<file path="config.mk">
export PLATFORM = sky130hd
export DESIGN_NAME = ram_clr
export DESIGN_NICKNAME = d
export VERILOG_FILES = /design/src/rtl/ram_clr.sv
export SDC_FILE = /design/constraint.sdc
export NUM_CORES = 1
export LEC_CHECK = 0
export ABC_CLOCK_PERIOD_IN_PS = 5600
export CORE_ASPECT_RATIO = 1.25
export CORE_MARGIN = 4
export CORE_UTILIZATION = 65
export CTS_CLUSTER_SIZE = 14
export DETAILED_ROUTE_END_ITERATION = 7
export PLACE_DENSITY = 0.83
export SYNTH_ARGS = -nofsm -noshare
export SYNTH_HDL_FRONTEND = slang
export SYNTH_SLANG_ARGS = --single-unit
</file>
<file path="constraint.sdc">
create_clock -name clk -period 5.6 [get_ports clk]
set_input_delay 0.56 -clock clk [delete_from_list [all_inputs] [get_ports clk]]
set_output_delay 0.56 -clock clk [all_outputs]
set_load 0.02 [all_outputs]
</file>
<file path="src/rtl/ram_clr.sv">
// Simple dual-port RAM with byte strobes and a zeroing clear engine; 1-cycle read, and access is locked out while busy.
// Define RAM_BYPASS_EN to forward a same-cycle, same-address write into the read (otherwise read-before-write).
module ram_clr #(
   parameter int  RAM_SIZE   = 64,
   parameter int  DATA_WIDTH = 8,
   parameter int  BYTE_WIDTH = 8,
   localparam int ADDR_WIDTH = $clog2(RAM_SIZE),
   localparam int NUM_BYTES  = DATA_WIDTH / BYTE_WIDTH
) (
   input  logic                  clk,
   input  logic                  rst,
   input  logic                  clear,
   output logic                  busy,
   input  logic                  w_enable,
   input  logic [ADDR_WIDTH-1:0] w_addr,
   input  logic [NUM_BYTES-1:0]  w_strb,
   input  logic [DATA_WIDTH-1:0] data_in,
   input  logic                  r_enable,
   input  logic [ADDR_WIDTH-1:0] r_addr,
   output logic [DATA_WIDTH-1:0] data_out,
   output logic                  r_valid
);

   typedef enum logic {CLEAR, IDLE} state_t;

   localparam logic [ADDR_WIDTH:0]   SIZE_EXT  = (ADDR_WIDTH + 1)'(RAM_SIZE);
   localparam logic [ADDR_WIDTH-1:0] LAST_ADDR = ADDR_WIDTH'(RAM_SIZE - 1);

   state_t                state_q, state_d;
   logic [ADDR_WIDTH-1:0] cnt_q, cnt_d;
   logic [DATA_WIDTH-1:0] data_out_q, data_out_d;
   logic                  r_valid_q, r_valid_d;

   logic [DATA_WIDTH-1:0] mem [RAM_SIZE];

   logic                  mem_we;
   logic [ADDR_WIDTH-1:0] mem_waddr;
   logic [NUM_BYTES-1:0]  mem_wstrb;
   logic [DATA_WIDTH-1:0] mem_wdata;
   logic                  w_in_range;
   logic                  r_in_range;
   logic [DATA_WIDTH-1:0] rd_word;

   // Non-power-of-two sizes leave a hole at the top of the address space.
   assign w_in_range = ({1'b0, w_addr} < SIZE_EXT);
   assign r_in_range = ({1'b0, r_addr} < SIZE_EXT);

   always_comb begin
      rd_word = '0;
      if (r_in_range) begin
         rd_word = mem[r_addr];
`ifdef RAM_BYPASS_EN
         if (w_enable && w_in_range && (w_addr == r_addr)) begin
            for (int i = 0; i < NUM_BYTES; i++) begin
               if (w_strb[i]) begin
                  rd_word[i*BYTE_WIDTH +: BYTE_WIDTH] = data_in[i*BYTE_WIDTH +: BYTE_WIDTH];
               end
            end
         end
`endif
      end
   end

   always_comb begin
      state_d    = state_q;
      cnt_d      = cnt_q;
      data_out_d = data_out_q;
      r_valid_d  = 1'b0;
      mem_we     = 1'b0;
      mem_waddr  = w_addr;
      mem_wstrb  = w_strb;
      mem_wdata  = data_in;
      case (state_q)
         CLEAR: begin
            mem_we    = 1'b1;
            mem_waddr = cnt_q;
            mem_wstrb = '1;
            mem_wdata = '0;
            cnt_d     = cnt_q + 1'b1;
            if (cnt_q == LAST_ADDR) begin
               state_d = IDLE;
            end
         end
         IDLE: begin
            if (clear) begin
               state_d = CLEAR;
               cnt_d   = '0;
            end else begin
               mem_we = w_enable && w_in_range;
               if (r_enable) begin
                  r_valid_d  = 1'b1;
                  data_out_d = rd_word;
               end
            end
         end
         default: state_d = CLEAR;
      endcase
      // Reset itself never writes the array; the clear pass that follows does.
      if (rst) begin
         mem_we = 1'b0;
      end
   end

   always_ff @(posedge clk) begin
      if (rst) begin
         state_q    <= CLEAR;
         cnt_q      <= '0;
         data_out_q <= '0;
         r_valid_q  <= 1'b0;
      end else begin
         state_q    <= state_d;
         cnt_q      <= cnt_d;
         data_out_q <= data_out_d;
         r_valid_q  <= r_valid_d;
      end
   end

   always_ff @(posedge clk) begin
      if (mem_we) begin
         for (int i = 0; i < NUM_BYTES; i++) begin
            if (mem_wstrb[i]) begin
               mem[mem_waddr][i*BYTE_WIDTH +: BYTE_WIDTH] <= mem_wdata[i*BYTE_WIDTH +: BYTE_WIDTH];
            end
         end
      end
   end

   assign busy     = (state_q == CLEAR);
   assign data_out = data_out_q;
   assign r_valid  = r_valid_q;

endmodule

</file>
==> results.md <==
- Clock Skews: between 0.02 and 0.025 ns
- Detailed Place HPWL: 26400 µm
- Initial core utilization: between 60 and 70%
- Reg clk slew, reported paths: 0.06 ns
- Async S/R FF share, synth: 0%
- Seq/Total Area, Yosys: between 70% and 80%
- # IOs: 36
- Avg Inst Size Synth: 21.2 µm²
- DR vias: 10.1k
- Worst path depth: 6
- Post-CTS setup buffers: 0
- Crit path from: clear
- CP top delay family: simple AND/OR/NAND/NOR gates
- Setup crit start kind: primary input
- Max_cap viols: 0
- Post-cts hold buffer count: 0
- Cell area after synthesis: between 20000 and 25000 µm²
- Worst EP required: 5.78 ns
- Post-synth top area share: roughly three quarters
- Final Net Count: 1052
- Starting DRT DRC Count: 1658
- CTS resizes: 0
- Period utilization: between 50% and 60%
- Share of cells above drive strength 1: 21.4%
- Reg2reg path depth: 4
- Fmax: just over 300 MHz
- First-pass GRT wire length: ~68000 µm
- Inserted Clock Buffers: 47
- Slowest stage delay, CP: 0.92 ns
- Final count of hold timing violations: 0
- Post-DRT Antenna Nets: 0
- Antenna diode count: 0
- Type of the most critical hold path: reg -> reg
- Outcome: complete, no violations
- RePlAce Congestion: approximately 0.92
- Ys flop type: edfxtp_1
- Setup crit end: mem[50][4]
- Clock Path Buffers: 3
- Leakage: between 0.006 and 0.007 µW
- Worst-margin pin slew: 1.33 ns
- Syn_nets: 1002
- H-tree levels: 2
- Post-Syn Instances: slightly below 1k
- Pwr dens: 331 nW/µm²
- Drt drc: 0
- RSZ-0062 raised after global routing: false
- Crit-path cells: clkdlybuf4s50_1 -> inv_1 -> nand3_1 -> a21oi_1 -> nand4_1 -> nor2_1
- Min Tclk post-route: ~3.3 ns
- Synth cell types: 40
- Die Y-Extent: ~210 µm
- Core area: between 30000 and 40000 µm²
- Chip width: about 170 µm
- IO Port Bufs: 35
- Fin Setup TNS: 0 ns
- Num rows: around 70
- Antenna violations before repair: 1
- Reg2Reg Launch Point: state_q
- Setup-failing EPs final: 0
- R2R setup slack: ~2.4 ns
- Synth Register Bits: approximately 530
- CTS root buf: clkbuf_16
- Routed len/inst: slightly above 30 µm
- CP max stage cell: nor2_1
- Slew headroom: between 10 and 15%
- Vias in the first global route: between 10k and 15k
- Largest net degree at the start of global routing: 77
- Synth area leaders: edfxtp_1 74%, mux4_2 15%, dfxtp_1 1.5%, nor2_1 1.5%, mux2i_1 1.3%
- Slew Viols, Final: 0
- Die Footprint: roughly 35000 µm²
- FF-to-FF End: mem[24][7]
- DRT Pass-1 Iters: 5
- Via density: slightly below 7
- CTS tree: done
- Worst vdd ir: 279 µV
- CP max FO: 10
- All-Layer GR Usage: a little over a quarter
- Placed Cells incl. Taps: between 1k and 1.5k
- Worst-Skew Late Latency: around 0.56 ns
- CP endpoint kind: flop
- Crit Path Class: in -> reg
- Syn-to-layout area delta: 9.96%
- Fillers: 1691
- Total grt overflow: 0
- Drt total wl: 44900 µm
- Crit path DAT: approximately 3.4 ns
- Synth warn: 0
- Non-filler cells, final: 1464
- Post-synth EDFFs: just over 500
- Clk sinks: around 530
- Worst path bufs/invs: 2
- Biggest area consumer among synthesized cells: edfxtp_1
[logic make-up after synthesis]
family | after synthesis | share of synthesized area (%)
AOI/OAI and AO/OA | 53 | 1.92
buffers and inverters | 60 | 1.59
adders and majority gates | 1 | 0.0605
DFF | 528 | 75.9
muxes | 172 | 16.9
and+or+nand+nor | 161 | 3.59
[cell type report]
type	instances	area, µm²	share of cell area [%]
clock inverter	20	139	0.611
multi-input combinational	387	4660	20.5
tap	407	509	2.24
clock buffer	61	1230	5.40
timing repair buffer	47	449	1.98
sequential	528	15700	69.0
inverter	14	52.6	0.231
[flip-flops by register name, summed over array words and instances, names as in the netlist]
| name | cells |
|---|---|
| mem | 512 |
| data_out | 8 |
| cnt_q | 6 |
| r_valid | 1 |
| state_q | 1 |
[per-stage QoR]
stage / setup slack, ns / util (%) / hold slack (ns) / instance area (µm²) / total power (µW)
final: 2.35 / 72.9 / 0.532 / 22700 / 7520
after global routing: 2.16 / 72.9 / 0.539 / 22700 / 7720
after CTS: 2.41 / 72.9 / 0.530 / 22700 / 7550
after detailed placement: 2.03 / 68.6 / 0.522 / 21400 / 4650
after global placement: 2.04 / 68.6 / 0.517 / 21400 / 4650
after floorplan: 2.90 / - / 0.483 / 20700 / 4570
[where the power goes]
| group | total, µW | switching, µW | internal [µW] |
|---|---|---|---|
| logic | 290 | 158 | 133 |
| registers | 4290 | 6.59 | 4280 |
| clock network | 2950 | 1320 | 1630 |
| total | 7520 | 1480 | 6040 |
[routing by layer]
layer  track usage, %  wire, µm  up-vias
li1                 -         -     4149
met1             36.9     16100     5218
met2             43.9     23500      600
met3             4.11      3780      104
met4             8.20      1590        2
met5                0        13        -
[synthesized netlist by cell type, types with 9 or more instances]
library cell / number
inv_1: 14
nand2_1: 20
nand3_1: 15
buf_2: 17
dfxtp_1: 16
clkbuf_1: 11
nor2b_1: 19
mux2i_1: 27
nor2_1: 83
o22ai_1: 9
mux4_2: 142
a21oi_1: 10
and2_1: 10
edfxtp_1: 512
[worst min-delay path by stage]
stage | start | to | depth (start not counted)
after CTS | data_out[6] | data_out[6] | 2
after global placement | data_out[6] | data_out[6] | 2
after detailed placement | data_out[2] | data_out[2] | 2
final | data_out[6] | data_out[6] | 2
after floorplan | cnt_q[5] | state_q | 2
after global routing | data_out[6] | data_out[6] | 2
[tightest hold or removal path, stage by stage (launching register included)]
cell and delay (ns):
dfxtp_1 0.34, nand2_1 0.06, o211ai_1 0.07
[placed cells by master, fill, tap and decap left out, types with 2 or more instances in the layout]
| cell type | netlist | layout |
|---|---|---|
| dfxtp_1 | 16 | 16 |
| a31oi_1 | 3 | 3 |
| nor2b_1 | 19 | 19 |
| a2111oi_0 | 7 | 7 |
| a211oi_1 | 3 | 3 |
| nand2_1 | 20 | 20 |
| a2111oi_2 | 2 | 2 |
| o21ai_0 | 2 | 2 |
| bufinv_16 | 0 | 2 |
| nand2b_1 | 4 | 4 |
| mux4_2 | 142 | 142 |
| and2_1 | 10 | 2 |
| and2_2 | 0 | 8 |
| mux2_2 | 3 | 3 |
| buf_4 | 5 | 12 |
| clkbuf_1 | 11 | 14 |
| nor2_1 | 83 | 83 |
| a22oi_1 | 2 | 2 |
| o32ai_1 | 4 | 4 |
| clkinv_1 | 0 | 12 |
| clkinv_2 | 0 | 5 |
| clkbuf_16 | 0 | 47 |
| edfxtp_1 | 512 | 512 |
| nand4_1 | 2 | 2 |
| mux2i_1 | 27 | 27 |
| nand4b_1 | 2 | 2 |
| nand3_1 | 15 | 15 |
| o22ai_1 | 9 | 9 |
| o221ai_1 | 7 | 7 |
| inv_1 | 14 | 14 |
| a2111oi_1 | 2 | 2 |
| a21oi_1 | 10 | 10 |
| clkdlybuf4s50_1 | 0 | 32 |
No activity file was read; power rests on OpenSTA's default activity.
